==> src/rtl/lk_accum.sv <==
// lk_accum: walks a linked list held in an external synchronous memory
// (value at p, next pointer at p+1, pointer 0 terminates) and reduces the
// node values with sum, unsigned max, node count or xor.
module lk_accum #(
   parameter int DATA_W    = 32,
   parameter int ADDR_W    = 8,
   parameter int MAX_NODES = 255
) (
   input  logic              clk,
   input  logic              rst_n,
   input  logic              start,
   input  logic [ADDR_W-1:0] head,
   input  logic [1:0]        mode,
   output logic              mem_rd,
   output logic [ADDR_W-1:0] mem_addr,
   input  logic [DATA_W-1:0] mem_rdata,
   output logic [DATA_W-1:0] result,
   output logic [ADDR_W:0]   nodes,
   output logic              busy,
   output logic              done,
   output logic              ovf,
   output logic              loop_err,
   output logic [1:0]        status
);

   typedef enum logic [2:0] {IDLE, VAL, NXT, DONE, ERR} state_t;

   localparam logic [1:0] MODE_SUM = 2'd0;
   localparam logic [1:0] MODE_MAX = 2'd1;
   localparam logic [1:0] MODE_CNT = 2'd2;
   localparam logic [1:0] MODE_XOR = 2'd3;

   state_t            state, state_next;
   logic [ADDR_W-1:0] ptr;
   logic [ADDR_W-1:0] addr_q;
   logic [ADDR_W-1:0] issue_addr;
   logic [ADDR_W-1:0] nxt_ptr;
   logic [1:0]        mode_q;
   logic [DATA_W:0]   sum_ext;
   logic [ADDR_W:0]   cnt_inc;
   logic              accept;
   logic              at_limit;

   assign accept   = rst_n && start && (state == IDLE || state == DONE || state == ERR);
   assign nxt_ptr  = mem_rdata[ADDR_W-1:0];
   assign cnt_inc  = nodes + 1'b1;
   assign at_limit = (cnt_inc == (ADDR_W+1)'(MAX_NODES));
   assign sum_ext  = {1'b0, result} + {1'b0, mem_rdata};
   assign mem_addr = issue_addr;

   // State register; reset abandons any walk in progress at once.
   always_ff @(posedge clk or negedge rst_n) begin
      if (!rst_n) begin
         state <= IDLE;
      end else begin
         state <= state_next;
      end
   end

   // Next state and read issue: reads are combinational so the synchronous
   // memory returns the word in the very next cycle, giving two cycles per node.
   always_comb begin
      state_next = state;
      mem_rd     = 1'b0;
      issue_addr = addr_q;
      case (state)
         IDLE, DONE, ERR: begin
            if (accept) begin
               if (head == '0) begin
                  state_next = DONE;
               end else begin
                  mem_rd     = 1'b1;
                  issue_addr = head;
                  state_next = VAL;
               end
            end
         end
         VAL: begin
            mem_rd     = 1'b1;
            issue_addr = ptr + 1'b1;
            state_next = NXT;
         end
         NXT: begin
            if (nxt_ptr == '0) begin
               state_next = DONE;
            end else if (at_limit) begin
               state_next = ERR;
            end else begin
               mem_rd     = 1'b1;
               issue_addr = nxt_ptr;
               state_next = VAL;
            end
         end
         default: state_next = IDLE;
      endcase
   end

   // Remember the last issued address so mem_addr holds between reads.
   always_ff @(posedge clk or negedge rst_n) begin
      if (!rst_n) begin
         addr_q <= '0;
      end else begin
         addr_q <= issue_addr;
      end
   end

   // Datapath: clear on an accepted start, fold values in VAL, count in NXT.
   always_ff @(posedge clk or negedge rst_n) begin
      if (!rst_n) begin
         result <= '0;
         nodes  <= '0;
         ovf    <= 1'b0;
         mode_q <= MODE_SUM;
         ptr    <= '0;
      end else if (accept) begin
         result <= '0;
         nodes  <= '0;
         ovf    <= 1'b0;
         mode_q <= mode;
         ptr    <= head;
      end else if (state == VAL) begin
         case (mode_q)
            MODE_SUM: begin
               result <= sum_ext[DATA_W-1:0];
               if (sum_ext[DATA_W]) begin
                  ovf <= 1'b1;
               end
            end
            MODE_MAX: begin
               if (mem_rdata > result) begin
                  result <= mem_rdata;
               end
            end
            MODE_XOR: result <= result ^ mem_rdata;
            default:  result <= result;
         endcase
      end else if (state == NXT) begin
         nodes <= cnt_inc;
         if (mode_q == MODE_CNT) begin
            result <= DATA_W'(cnt_inc);
         end
         if (state_next == VAL) begin
            ptr <= nxt_ptr;
         end
      end
   end

   // Status flags decode directly from the state.
   always_comb begin
      busy     = (state == VAL) || (state == NXT);
      done     = (state == DONE);
      loop_err = (state == ERR);
      case (state)
         VAL, NXT: status = 2'b01;
         DONE:     status = 2'b10;
         ERR:      status = 2'b11;
         default:  status = 2'b00;
      endcase
   end

endmodule

==> config.mk <==
export PLATFORM = sky130hd
export DESIGN_NAME = lk_accum
export DESIGN_NICKNAME = d
export VERILOG_FILES = /design/src/rtl/lk_accum.sv
export SDC_FILE = /design/constraint.sdc
export NUM_CORES = 1
export LEC_CHECK = 0
export CAP_MARGIN = 20
export CORE_MARGIN = 1.5
export CORE_UTILIZATION = 60
export CTS_CLUSTER_SIZE = 10
export DETAILED_ROUTE_END_ITERATION = 6
export PLACE_DENSITY = 0.88
export SETUP_SLACK_MARGIN = 0.3
export SYNTH_ARGS = -nofsm -noshare
export SYNTH_HDL_FRONTEND = slang
export SYNTH_SLANG_ARGS = --single-unit
==> constraint.sdc <==
create_clock -name clk -period 8 [get_ports clk]
set_clock_uncertainty 0.1 [all_clocks]
set_input_delay 1.6 -clock clk [delete_from_list [all_inputs] [get_ports clk]]
set_output_delay 1.6 -clock clk [all_outputs]
set_load 0.1 [all_outputs]
== Word-level counts from Yosys, hierarchy flattened ==
Cells that the tools add are included.
Word-level totals
  flip-flop bits (word level): 63
  word-level logic and storage cells: 79
  input bits: 45
  output and inout port bits: 56
Cells by class
  add/subtract/negate cells: 3
  magnitude comparators: 1
  reductions and logical operators: 22
  bitwise gates (word level): 1
  muxes and demuxes: 33
  equality and inequality tests: 12
Operators by type and width (count)
  $mux W32: 5
  $pmux W32 S3: 1
  $mux W8: 8
  $add A32 B32 Y33: 1
  $gt A32 B32 Y1: 1
  $xor A32 B32 Y32: 1
  $mux W9: 3
  $pmux W8 S3: 1
  $logic_not A8 Y1: 2
  $reduce_bool A2 Y1: 5
  $add A9 B1 Y9 const B: 1
  $eq A9 B8 Y1 const B: 1
  $mux W3: 3
  $pmux W3 S3: 1
  $add A8 B1 Y8 const B: 1
  $mux W1: 8
  $eq A3 B1 Y1 const B: 2
  $eq A3 B2 Y1 const B: 2
  $pmux W2 S3: 1
  $reduce_and A3 Y1: 2
  $reduce_bool A3 Y1: 2
  $ne A5 B2 Y1 const B: 1
  $eq A2 B2 Y1 const B: 2
  $ne A4 B4 Y1 const B: 1
  other kinds (13): 16

== Logic depth before layout (Yosys ltp) ==
  depth in word-level cells: 11
  gate-level depth with buffers: 13
  mapped depth without buffers: 10

== Least setup slack after synthesis ==
Ideal clock, no wire load.
  kind: input-to-output
  start: input mem_rdata[3]
  end: output mem_addr[2]
  buffers on the path: 0
  stages: 5
  required time: 6.300 ns
  setup slack: 1.402 ns
  arrival: 4.898 ns
  cells stage by stage: or4_1 > o21ai_2 > nor2_1 > or3_1 > o21ai_1
On the way
  cells in the longest elaborated chain, start to end: 3
RTL lines
  from (decl): RTL line 16  | input logic [DATA_W-1:0] mem_rdata,
  $logic_not A8 Y1: RTL line 84  | if (nxt_ptr == '0) begin
  $mux W8: RTL line 84
  $pmux W8 S3: RTL line 66  | case (state)
  to (decl): RTL line 15  | output logic [ADDR_W-1:0] mem_addr,
Every way passes these cells.

== Worst setup path in the final report ==
  start: input mem_rdata[1]
  end: output mem_addr[2]
Same word-level chain as after synthesis.

==> run metrics <==
Max Slew Vio Count=0; area leader, netlist=dfrtp_1; CTS clk-pin slew, worst paths=roughly 0.080 ns; DR iter-0 viols=about 740; Max Buffers Root-to-Sink=2; Die ar.=roughly 12000 um^2; diodes inserted=0; Yosys warning total=0; initial antenna violation count=0; clock root cell=clkbuf_8; Layout Area Growth over Synthesis=20.0%; H-tree levels=3; Nets=~1.0k; CP startpoint kind=input port; worst-margin pin slew=just over 1 ns; CTS tree=yes; Critical Path AT=~5.2 ns; Synth top cells by count=nand2_1, a21oi_1, nor2_1; row count=37; routed via count=roughly 7k; Most used DFF post-synth=dfrtp_1; die width=about 110 um; hold path depth=1; Worst Path Max Fanout=10; Port Buffers=100; CTS Buf Count=9; largest net degree at the start of global routing=between 60 and 70; Die Y=around 110 um; final worst-path cycle share=0.858; Overflow after GRT=0; first-pass GRT wire length=approximately 33 mm; count of cell types in the netlist=between 80 and 90; Vias/cell=6.62; Final Hold Fails=0; status=complete, no violations; area share of the largest cell type after synthesis=0.240; number of global-route vias before repair=approximately 6.6k; post-DP HPWL=around 15 mm; fraction of final layout cells with drive strength greater than 1=0.0649; post-CTS repair timing setup buffer count=0; # setup viols final=0; R2R depth=10; register area share after synthesis=0.240; Post-CTS Hold Buffers=0; CP endpoint kind=output port; count leader, synth=nand2_1; max_slew headroom=0.316; First-pass DRT Iterations=5; final WL=~21 mm; routability cong.=about 0.97; Post-synth EDFFs=0; post-route setup TNS=0 ns; fmax=about 150 MHz; GRT Resource Usage Total=0.357; Async S/R FF share, synth=1.00; HP Class=flop to flop; Initial Util=0.627; cell area after synthesis=approximately 6600 um^2; critical path class=input port to output port; synthesized flop and latch total=63; core area=10500 um^2; Post-DRT Antenna Nets=0; Syn Area/Cell=7.75 um^2; drc violations=0; Finished Layout Cells=approximately 1.1k; Net Count, Synth=963; Placed Instances=1044; final period demand of the worst path=between 6 and 7 ns; DR WL/cell=just under 20 um; WP data required=about 6.3 ns; Synth area leaders=dfrtp_1, ha_1, a21oi_1; Cells after Synth=846; Clock Latency Late Sink=0.36 ns; RSZ-0062 raised after global routing=false; Sink Count=63; post-CTS sizing=0; I/O pins=between 100 and 150; max cap viols=0
==> worst max-delay path, stage by stage <==
cell and delay (ns):
clkdlybuf4s50_1 0.60, or4_1 0.60, o21ai_2 0.38, nor2_1 0.19, or3_1 0.43, o21ai_1 0.19
clkdlybuf4s50_1 1.17
==> final cells by class <==
type / instances / area, um^2
clock inverter: 7 / 143
fill: 848 / 2590
inverter: 68 / 255
multi-input combinational: 669 / 4550
tap: 136 / 170
sequential: 63 / 1580
clock buffer: 9 / 124
timing repair buffer: 108 / 1060
==> flip-flops by register name, indices dropped and copies added (netlist names) <==
name	flops
addr_q	8
mode_q	2
nodes	9
ovf	1
ptr	8
result	32
state	3
==> per-layer routing <==
metal / GRT usage / up-vias / wire (um)
met5: 0 / - / 0
met4: 0.108 / 0 / 376
met3: 0.0811 / 52 / 1880
met2: 0.556 / 382 / 9290
met1: 0.494 / 3342 / 8990
li1: - / 3246 / -
==> cell families (layout without fill, tap and decap cells) <==
logic type | after synthesis | in the layout | share of synthesized area
AOI/OAI and AO/OA | 284 | 284 | 0.303
xor gates and xnor gates | 16 | 16 | 0.0214
adders and majority gates | 72 | 72 | 0.139
buffers and inverters | 114 | 192 | 0.0672
DFF | 63 | 63 | 0.240
muxes | 15 | 15 | 0.0246
and+or+nand+nor | 282 | 282 | 0.205
==> stage by stage <==
step	setup WS, ns	util	hold slack, ns	instance area [um^2]
final	1.14	0.752	0.421	7870
after global placement	1.28	0.727	0.403	7600
after detailed placement	1.24	0.727	0.406	7600
after global routing	0.997	0.752	0.453	7870
after CTS	1.20	0.752	0.424	7870
after floorplan	1.40	-	0.385	6560
==> cells in the final DEF, fill, tap and decap left out, drive strengths merged, types with 11 or more instances in the layout <==
cell,count
o211ai,11
o31ai,14
a32oi,12
nor2b,13
nand2,83
o21ai,56
ha,71
nor3,18
a21oi,81
inv,69
nand3,28
dfrtp,63
nand4,11
nor2,77
clkdlybuf4s50,99
o21a,11
==> worst paths after layout <==
path | from | to | slack (ns)
worst max-delay path | mem_rdata[1] | mem_addr[2] | 1.14
worst min-delay path | ptr[7]$_DFFE_PN0P_ | ptr[7]$_DFFE_PN0P_ | 0.42
worst max register to register | result[25]$_DFFE_PN0P_ | result[2]$_DFFE_PN0P_ | 4.12
worst min register to register | ptr[7]$_DFFE_PN0P_ | ptr[7]$_DFFE_PN0P_ | 0.42
max in group asynchronous | rst_n | result[4]$_DFFE_PN0P_ | 5.85
min in group asynchronous | rst_n | result[23]$_DFFE_PN0P_ | 1.38
Power is not shown: default switching activity piles up to over one toggle a cycle in this logic, so the estimate is an artifact.
